File: src/rtl/rm_lane_allocator_mp.sv
// -----------------------------------------------------------------------------
// rm_lane_allocator_mp
// Multi-port runtime-monitor lane allocator. Monitored loads/stores at issue
// are granted monitor lanes (lowest free lane to lowest monitored port, in
// order). Each lane walks FREE -> SPEC -> ACTIVE: commit promotes SPEC to
// ACTIVE, flush reclaims SPEC lanes, monitor events release lanes.
//
// Ports:
//   clk_i, rst_ni        clock, asynchronous active-low reset
//   opcode_i[j]          7-bit opcode of allocation port j
//   pc_i[j]              PC of allocation port j
//   entry_queued_i[j]    port j carries a valid instruction
//   mon_load_en_i        monitor load opcodes
//   mon_store_en_i       monitor store opcodes
//   reset_monitor[e]     release request e, packed {reset_lane, lane}
//   commit_valid_i[c]    commit strobe c
//   commit_lane_i[c]     lane committed by strobe c
//   flush_i              speculative flush
//   monitor_o[j]         grant to port j, packed {monitor_ins, lane}
//   stall_o[j]           monitored request on port j not granted
//   free_cnt_o           number of FREE lanes (registered state)
//   lane_pc_o[l]         PC held by lane l
//   illegal_rel_o        pulse: previous cycle committed/released a FREE lane
//   overflow_cnt_o       saturating count of stalled monitored requests
// -----------------------------------------------------------------------------
module rm_lane_allocator_mp #(
   parameter int unsigned NUM_LANES  = 4,
   parameter int unsigned NUM_EVENTS = 10,
   parameter int unsigned NUM_ALLOC  = 2,
   parameter int unsigned NUM_COMMIT = 2,
   parameter int unsigned OVF_W      = 16,
   parameter int unsigned VLEN       = 64,
   localparam int unsigned LW        = $clog2(NUM_LANES),
   localparam int unsigned CW        = $clog2(NUM_LANES + 1)
) (
   input  logic                                 clk_i,
   input  logic                                 rst_ni,
   input  logic [NUM_ALLOC-1:0][6:0]            opcode_i,
   input  logic [NUM_ALLOC-1:0][VLEN-1:0]       pc_i,
   input  logic [NUM_ALLOC-1:0]                 entry_queued_i,
   input  logic                                 mon_load_en_i,
   input  logic                                 mon_store_en_i,
   input  logic [NUM_EVENTS-1:0][LW:0]          reset_monitor,
   input  logic [NUM_COMMIT-1:0]                commit_valid_i,
   input  logic [NUM_COMMIT-1:0][LW-1:0]        commit_lane_i,
   input  logic                                 flush_i,
   output logic [NUM_ALLOC-1:0][LW:0]           monitor_o,
   output logic [NUM_ALLOC-1:0]                 stall_o,
   output logic [CW-1:0]                        free_cnt_o,
   output logic [NUM_LANES-1:0][VLEN-1:0]       lane_pc_o,
   output logic                                 illegal_rel_o,
   output logic [OVF_W-1:0]                     overflow_cnt_o
);

   localparam logic [6:0] OPCODE_LOAD  = 7'b0000011;
   localparam logic [6:0] OPCODE_STORE = 7'b0100011;

   typedef enum logic [1:0] {
      L_FREE   = 2'd0,
      L_SPEC   = 2'd1,
      L_ACTIVE = 2'd2
   } lane_state_e;

   lane_state_e                      state_q [NUM_LANES];
   lane_state_e                      state_d [NUM_LANES];
   logic [NUM_LANES-1:0][VLEN-1:0]   pc_q, pc_d;
   logic [NUM_LANES-1:0][VLEN-1:0]   alloc_pc_s;
   logic [NUM_LANES-1:0]             rel_s, commit_s, avail_s, alloc_s, taken_s;
   logic [NUM_ALLOC-1:0]             mon_req_s;
   logic                             blocked_s, found_s;
   logic [LW-1:0]                    grant_lane_s;
   logic [CW-1:0]                    free_cnt_q, free_cnt_d;
   logic                             illegal_q, illegal_d;
   logic [OVF_W-1:0]                 ovf_q, ovf_d;
   logic [OVF_W:0]                   ovf_sum_s;

   // Decode release/commit targets and the per-port monitored request.
   always_comb begin
      rel_s     = '0;
      commit_s  = '0;
      mon_req_s = '0;
      for (int l = 0; l < NUM_LANES; l++) begin
         for (int e = 0; e < NUM_EVENTS; e++) begin
            if (reset_monitor[e][LW] && (reset_monitor[e][LW-1:0] == LW'(l))) begin
               rel_s[l] = 1'b1;
            end else begin
               rel_s[l] = rel_s[l];
            end
         end
         for (int c = 0; c < NUM_COMMIT; c++) begin
            if (commit_valid_i[c] && (commit_lane_i[c] == LW'(l))) begin
               commit_s[l] = 1'b1;
            end else begin
               commit_s[l] = commit_s[l];
            end
         end
         // A lane released this cycle is reusable in the same cycle.
         avail_s[l] = (state_q[l] == L_FREE) || rel_s[l];
      end
      for (int j = 0; j < NUM_ALLOC; j++) begin
         mon_req_s[j] = entry_queued_i[j] &&
                        (((opcode_i[j] == OPCODE_STORE) && mon_store_en_i) ||
                         ((opcode_i[j] == OPCODE_LOAD)  && mon_load_en_i));
      end
   end

   // In-order grant: once a monitored port misses, all later monitored ports stall.
   always_comb begin
      monitor_o    = '0;
      stall_o      = '0;
      alloc_s      = '0;
      alloc_pc_s   = '0;
      taken_s      = '0;
      blocked_s    = 1'b0;
      found_s      = 1'b0;
      grant_lane_s = '0;
      for (int j = 0; j < NUM_ALLOC; j++) begin
         found_s      = 1'b0;
         grant_lane_s = '0;
         if (flush_i || !mon_req_s[j]) begin
            stall_o[j] = 1'b0;
         end else begin
            for (int l = 0; l < NUM_LANES; l++) begin
               if (!blocked_s && !found_s && avail_s[l] && !taken_s[l]) begin
                  found_s       = 1'b1;
                  grant_lane_s  = LW'(l);
                  taken_s[l]    = 1'b1;
                  alloc_s[l]    = 1'b1;
                  alloc_pc_s[l] = pc_i[j];
               end else begin
                  found_s = found_s;
               end
            end
            if (found_s) begin
               monitor_o[j] = {1'b1, grant_lane_s};
            end else begin
               blocked_s  = 1'b1;
               stall_o[j] = 1'b1;
            end
         end
      end
   end

   // Per-lane next state: allocation > commit > release > flush.
   always_comb begin
      illegal_d  = 1'b0;
      free_cnt_d = '0;
      for (int l = 0; l < NUM_LANES; l++) begin
         state_d[l] = state_q[l];
         pc_d[l]    = pc_q[l];
         if (alloc_s[l]) begin
            state_d[l] = L_SPEC;
            pc_d[l]    = alloc_pc_s[l];
         end else if (commit_s[l] && (state_q[l] == L_SPEC)) begin
            state_d[l] = L_ACTIVE;
         end else if (rel_s[l] && (state_q[l] != L_FREE)) begin
            state_d[l] = L_FREE;
            pc_d[l]    = '0;
         end else if (flush_i && (state_q[l] == L_SPEC)) begin
            state_d[l] = L_FREE;
            pc_d[l]    = '0;
         end else begin
            state_d[l] = state_q[l];
         end
         if ((commit_s[l] || rel_s[l]) && (state_q[l] == L_FREE) && !alloc_s[l]) begin
            illegal_d = 1'b1;
         end else begin
            illegal_d = illegal_d;
         end
         if (state_d[l] == L_FREE) begin
            free_cnt_d = free_cnt_d + CW'(1'b1);
         end else begin
            free_cnt_d = free_cnt_d;
         end
      end
   end

   // Saturating accumulation of stalled monitored requests.
   always_comb begin
      ovf_sum_s = {1'b0, ovf_q};
      for (int j = 0; j < NUM_ALLOC; j++) begin
         ovf_sum_s = ovf_sum_s + (OVF_W + 1)'(stall_o[j]);
      end
      if (ovf_sum_s[OVF_W]) begin
         ovf_d = '1;
      end else begin
         ovf_d = ovf_sum_s[OVF_W-1:0];
      end
   end

   // State, PC, count and statistic registers.
   always_ff @(posedge clk_i or negedge rst_ni) begin
      if (!rst_ni) begin
         for (int l = 0; l < NUM_LANES; l++) begin
            state_q[l] <= L_FREE;
         end
         pc_q       <= '0;
         free_cnt_q <= CW'(NUM_LANES);
         illegal_q  <= 1'b0;
         ovf_q      <= '0;
      end else begin
         for (int l = 0; l < NUM_LANES; l++) begin
            state_q[l] <= state_d[l];
         end
         pc_q       <= pc_d;
         free_cnt_q <= free_cnt_d;
         illegal_q  <= illegal_d;
         ovf_q      <= ovf_d;
      end
   end

   assign free_cnt_o     = free_cnt_q;
   assign lane_pc_o      = pc_q;
   assign illegal_rel_o  = illegal_q;
   assign overflow_cnt_o = ovf_q;

endmodule

File: config.mk
export PLATFORM = sky130hd
export DESIGN_NAME = rm_lane_allocator_mp
export DESIGN_NICKNAME = d
export VERILOG_FILES = /design/src/rtl/rm_lane_allocator_mp.sv
export SDC_FILE = /design/constraint.sdc
export NUM_CORES = 1
export LEC_CHECK = 0
export ABC_AREA = 1
export BUFFER_PORTS_ARGS = -buffer_cell sky130_fd_sc_hd__clkbuf_2
export CAP_MARGIN = 20
export CORE_AREA = 2 2 183 185
export DETAILED_ROUTE_END_ITERATION = 12
export DIE_AREA = 0 0 185 187
export PLACE_DENSITY = 0.74
export REMOVE_ABC_BUFFERS = 1
export SYNTH_ARGS = -nofsm -noshare
export SYNTH_HDL_FRONTEND = slang
export SYNTH_SLANG_ARGS = --single-unit
File: constraint.sdc
create_clock -name clk_i -period 4.75 [get_ports clk_i]
set_input_delay 0.95 -clock clk_i [delete_from_list [all_inputs] [get_ports clk_i]]
set_output_delay 0.95 -clock clk_i [all_outputs]
set_load 0.03 [all_outputs]
[Word-level counts from Yosys, hierarchy flattened]
Index checks and enable logic that the tools add are counted.
Word-level totals
  input bits: 185
  output and inout bits: 284
  word-level logic and storage cells: 351
  bits in registers: 284
Operators by class
  add/subtract/negate cells: 5
  reductions and logical operators: 149
  mux-type cells: 138
  equality and inequality tests: 48
Operators with widths (count)
  64-bit 2-to-1 mux: 24
  256-bit 2-to-1 mux: 2
  1-bit logical AND: 88
  1-bit 2-to-1 mux: 82
  2-bit == test, second input constant: 24
  2-bit logical NOT: 20
  2-bit 2-to-1 mux: 20
  2-bit by 1-bit == test with 1-bit output, second input constant: 16
  3-bit 2-to-1 mux: 7
  16-bit by 1-bit adder with 17-bit output: 1
  17-bit by 1-bit adder with 17-bit output: 1
  1-bit logical NOT: 17
  16-bit 2-to-1 mux: 1
  7-bit by 2-bit == test with 1-bit output, second input constant: 2
  7-bit by 6-bit == test with 1-bit output, second input constant: 2
  1-bit logical OR: 12
  3-bit nonzero test: 4
  3-bit by 1-bit adder with 3-bit output, second input constant: 3
  4-bit 2-to-1 mux: 2
  2-bit != test, second input constant: 4
  2-bit AND reduction: 4
  2-bit nonzero test: 4

[Longest topological paths before layout]
  word-level depth: 61
  gate-level depth with buffers: 31
  depth with buffers taken out: 31

[Least setup slack after synthesis]
No wires, ideal clock.
  kind: input -> register
  start point: in reset_monitor[9] (netlist bit)
  end point: reg ovf_q[13], in the netlist overflow_cnt_o[13]
  data arrival time: 4.223 ns
  data required time: 4.610 ns
  path slack: 0.387 ns
  library setup time: 0.140 ns
  cell stages on the path: 29
  cells stage by stage: inv_1 > nor2_1 > nand2_1 > nand2_1 > nor2_1 > nand3_1 > nor2_2 > nand2_2 > inv_1 > nand2_1 > nor2_1 > inv_1 > nor2_1 > inv_1 > fa_1 > inv_1 > nand3_1 > nor2_1 > nand2_1 > nor2_1 > inv_1 > nor3_1 > inv_1 > nor2_1 > inv_1 > nor3_1 > inv_1 > a21boi_0 > o21ai_0
On the way
  cells in the longest elaborated chain, start to end: 53
RTL lines
  start, declared: RTL line 43  | input logic [NUM_EVENTS-1:0][LW:0] reset_monitor,
  2-bit logical NOT: RTL line 84  | if (reset_monitor[e][LW] && (reset_monitor[e][LW-1:0] == LW'(l))) begin
  1-bit logical AND: RTL line 84
  1-bit 2-to-1 mux (7 in a row): RTL line 84
  1-bit logical OR: RTL line 98  | avail_s[l] = (state_q[l] == L_FREE) || rel_s[l];
  1-bit 2-to-1 mux: RTL line 124  | if (!blocked_s && !found_s && avail_s[l] && !taken_s[l]) begin
  1-bit 2-to-1 mux: RTL line 120  | if (flush_i || !mon_req_s[j]) begin
  1-bit logical NOT: RTL line 124
  1-bit logical AND: RTL line 124
  (+12 left out)
  via stall_o[0]: RTL line 48  | output logic [NUM_ALLOC-1:0] stall_o,
  (+18 left out)
  1-bit logical AND (3 in a row): RTL line 124
  1-bit 2-to-1 mux: RTL line 124
  1-bit 2-to-1 mux: RTL line 120
  1-bit 2-to-1 mux: RTL line 134  | if (found_s) begin
  1-bit 2-to-1 mux: RTL line 120
  17-bit by 1-bit adder with 17-bit output (*): RTL line 182  | ovf_sum_s = ovf_sum_s + (OVF_W + 1)'(stall_o[j]);
  16-bit 2-to-1 mux (*): RTL line 184  | if (ovf_sum_s[OVF_W]) begin
  via ovf_d[13]: RTL line 74  | logic [OVF_W-1:0] ovf_q, ovf_d;
  end signal, assigned: RTL line 208  | ovf_q <= ovf_d;
  end, declared: RTL line 74
Mark *: on every way through the listed nets, which the timed path passes. The rest lies on a longest branch. The select of a mux whose other input is x is not followed.
A chain may end at the register's enable or synchronous reset.

==> parameters.txt <==
Parameter                              Value

Status
  Run status    finished, final reports clean

Floorplanning
  Initial Util    0.417
  Row cnt    67
  Full die area    34,600 um^2
  Y dimension of the die    187 um
  Width of the die    185 um
  Number of placed I/O pins    469
  Floorplan Core Area    32,900 um^2

Synth
  Largest family of logic cells by synthesized area    simple AND/OR/NAND/NOR gates
  Synth Area in XOR/XNOR    0.00448
  Share of synthesized cell area in and, or, nand and nor gates    0.236
  Area fraction in compound gates after synthesis    0.159
  Library cell occupying the most area in the post-synthesis netlist    sky130_fd_sc_hd__dfrtp_1
  Post-synth EDFFs    0
  Register area share after synthesis    0.519
  Average cell area after synthesis    8.31 um^2
  Gate Count Post-Synth    1,647
  Area share of fa/ha/maj cells after synthesis    0.00512
  Yosys warns    0
  Proportion of synthesized flip-flops having asynchronous set or reset    1.00
  Primary flip-flop cell chosen by synthesis mapping    sky130_fd_sc_hd__dfrtp_1
  Fraction of post-synthesis cell area in the top cell type by area    0.517
  FF+latch count, synth    284
  Cell with the most instances after synthesis    sky130_fd_sc_hd__nand2_1
  Count of distinct cell types in the synthesized netlist    47
  Mux cell area share after synthesis    0
  Synthesized area    13,700 um^2
  Leading cell types by count after synthesis    499 x sky130_fd_sc_hd__nand2_1, 283 x sky130_fd_sc_hd__dfrtp_1, 152 x sky130_fd_sc_hd__inv_1, 133 x sky130_fd_sc_hd__nand3_1, 106 x sky130_fd_sc_hd__o221ai_1
  Leading cell types by total area after synthesis    sky130_fd_sc_hd__dfrtp_1 52%, sky130_fd_sc_hd__nand2_1 14%, sky130_fd_sc_hd__o221ai_1 6.8%

Detailed routing
  Drt pass-1 iters    7
  DRC violation count after routing    0
  Overall routed net length    54,600 um
  DRT iter0 DRCs    1,129
  Avg Vias per Cell    5.57
  Final routed wire length divided by cell count    21.3 um
  Post-route antenna net violation count    0
  DR vias    14,300

Global route
  Overflow after GRT    0
  Number of antenna violations at the first check in global routing    1
  Number of global-route vias before repair    14,100
  Maximum number of pins on one net before global-route repair    112
  Wire length of the first global-routing pass    82,700 um
  Global-route usage over all layers    0.311

Clock network
  Clock-pin slew on the worst setup and hold paths    60 ps
  # H-tree levels    2
  Post-CTS sizing    0
  # Post-CTS Setup Buffers    0
  Root buffer cell    sky130_fd_sc_hd__clkbuf_16
  Number of clock sinks seen by CTS    284
  Maximum buffer depth of the clock tree    3
  Clock tree from TritonCTS    built
  CTS buffer count    34
  # hold bufs at CTS    0
  Skew-Pair Late Insertion Delay    510 ps

Placement
  Gpl congestion    0.908
  Port bufs    468
  Place WS    130 ps
  Cell count after placement    2,507
  Half-perimeter wire length after placement    37,400 um

Critical path
  Worst stage delay on the critical path    580 ps
  Arrival time at the worst endpoint    3400 ps
  Category of cells accounting for the largest share of critical-path delay    buffers and inverters
  Combined buffer and inverter count along the critical path    8
  Setup crit end kind    output pin
  Worst EP required    3800 ps
  Cell breakdown of the critical path    clkbuf_2 > inv_2 > nand3_1 > nand2_1 > nor2_2 > nand4_2 > clkinv_2 > buf_4 > nand3_4 > nand2_2 > buf_4 > inv_1 > buf_4 > nand2_1 > nand2_1 > clkbuf_2
  Largest fanout on the critical path    43
  Type of the worst setup path    in -> out
  Critical path launch point type    input pin
  Slowest CP cell    sky130_fd_sc_hd__buf_4

STA
  Max-slew violation count    0
  Worst rel slew slack    0.283
  Min Clock Period, post-route    4350 ps
  Fraction of the cycle the final worst path needs    0.915
  Final hold violations    0
  Final setup violating endpoints    0
  Timing-limited maximum frequency    230 MHz
  Clock Skews    30.3 ps
  Worst-case hold slack    394 ps
  Crit path setup slack, layout    402 ps
  Actual slew at the worst max-slew pin    1070 ps
  Setup repair after global routing missed its margin    false

Final layout
  Layout Nets    2,285
  Utilization after layout    0.536
  Area growth from synthesis to final layout    28.7%
  Fraction of layout cells with a size suffix above 1    0.281
  Number of standard cells in the final layout excluding fillers    2,564

Worst hold path
  HP Class    in -> async

Pwr
  Leakage power of the design    0.00946 uW
  Total power per unit cell area    302 nW/um^2
  Worst vdd ir    234 uV

Run
  Max-cap violation count    0
==> worst paths after layout <==
check                                   from                  to  slack [ps]  cells after the start
max                        reset_monitor[22]        monitor_o[3]         400                     16
min                                   rst_ni       lane_pc_o[54]         390                      1
max reg2reg                       state_q[7]  overflow_cnt_o[15]        1000                     28
min reg2reg                   lane_pc_o[240]      lane_pc_o[240]         480                      2
max in group asynchronous             rst_ni      lane_pc_o[225]        3280                      2
min in group clk_i            lane_pc_o[240]      lane_pc_o[240]         480                      2
==> final cells by class <==
class                           count  area (um^2)
Antenna cell                        1         2.50
Tap cell                          448          561
Sequential cell                   284         7110
Clock inverter                      8          119
Multi-Input combinational cell   1109         5570
Inverter                          167          628
Timing Repair Buffer              499         2650
Clock buffer                       48          985
Fill cell                        3135        15200
==> registers in the layout (all words and copies together), names as in the netlist <==
| name | flops |
|---|---|
| overflow_cnt_o | 16 |
| illegal_rel_o | 1 |
| state_q | 8 |
| free_cnt_o | 3 |
| lane_pc_o | 256 |
==> layer usage <==
| layer | wire length [um] | GRT usage |
|---|---|---|
| met5 | 0 | 0 |
| met4 | 2560 | 0.140 |
| met3 | 5060 | 0.0602 |
| met2 | 25400 | 0.501 |
| met1 | 21600 | 0.406 |
==> power breakdown <==
part | switching, uW | internal (uW) | leakage, uW | total, uW
Sequential | 2.93 | 2420 | 0.00394 | 2430
Combinational | 190 | 91.2 | 0.00498 | 281
Clock | 1010 | 1600 | 0.000545 | 2610
==> cells in the final DEF (no fill, tap or decap), types with 2 or more instances in the layout <==
master	netlist	layout
sky130_fd_sc_hd__a21oi_1	59	58
sky130_fd_sc_hd__a21oi_4	1	3
sky130_fd_sc_hd__a22o_1	2	2
sky130_fd_sc_hd__a22oi_1	13	13
sky130_fd_sc_hd__a311oi_1	2	2
sky130_fd_sc_hd__a31oi_1	14	14
sky130_fd_sc_hd__buf_12	0	5
sky130_fd_sc_hd__buf_4	4	26
sky130_fd_sc_hd__bufinv_16	0	3
sky130_fd_sc_hd__clkbuf_1	58	7
sky130_fd_sc_hd__clkbuf_16	0	35
sky130_fd_sc_hd__clkbuf_2	0	467
sky130_fd_sc_hd__clkbuf_8	0	6
sky130_fd_sc_hd__clkinv_2	1	5
sky130_fd_sc_hd__dfrtp_1	283	283
sky130_fd_sc_hd__ha_1	4	4
sky130_fd_sc_hd__inv_1	152	150
sky130_fd_sc_hd__inv_2	14	16
sky130_fd_sc_hd__nand2_1	499	498
sky130_fd_sc_hd__nand2_2	6	7
sky130_fd_sc_hd__nand3_1	133	133
sky130_fd_sc_hd__nand3b_1	2	2
sky130_fd_sc_hd__nand4_1	5	5
sky130_fd_sc_hd__nor2_1	93	93
sky130_fd_sc_hd__nor2_2	5	4
sky130_fd_sc_hd__nor2_4	3	4
sky130_fd_sc_hd__nor3_1	14	14
sky130_fd_sc_hd__o211ai_1	21	21
sky130_fd_sc_hd__o21ai_0	82	82
sky130_fd_sc_hd__o21ai_1	14	14
sky130_fd_sc_hd__o221ai_1	106	106
sky130_fd_sc_hd__o22ai_1	4	4
sky130_fd_sc_hd__o32ai_1	3	3
sky130_fd_sc_hd__or2_2	4	4
sky130_fd_sc_hd__xnor2_1	2	2
sky130_fd_sc_hd__xor2_1	5	5
==> worst register-to-register path, delay by kind of cell (launching register included) <==
kind                     cells  cell delay [ps]
adder cells (fa/ha/maj)      1              400
buffers and inverters        9              840
AND/OR/NAND/NOR             16             1780
flip-flops                   1              390
AO/OA/AOI/OAI                2              220
==> per-stage QoR <==
step / power [uW] / cell area [um^2] / TNS, ps
3_3_place_gp: 2750 / 16500 / 0
5_1_grt: 5490 / 17600 / 0
3_5_place_dp: 2750 / 16500 / 0
2_1_floorplan: 2550 / 13300 / -66760
6_report: 5320 / 17600 / 0
4_1_cts: 5360 / 17600 / 0
==> cells by family after synthesis <==
family,after synthesis
AOI/OAI and AO/OA,325
buffers and inverters,254
xor gates and xnor gates,7
DFF,284
adders and majority gates,5
and+or+nand+nor,772
Note: power is estimated with default switching activity, not from simulation.
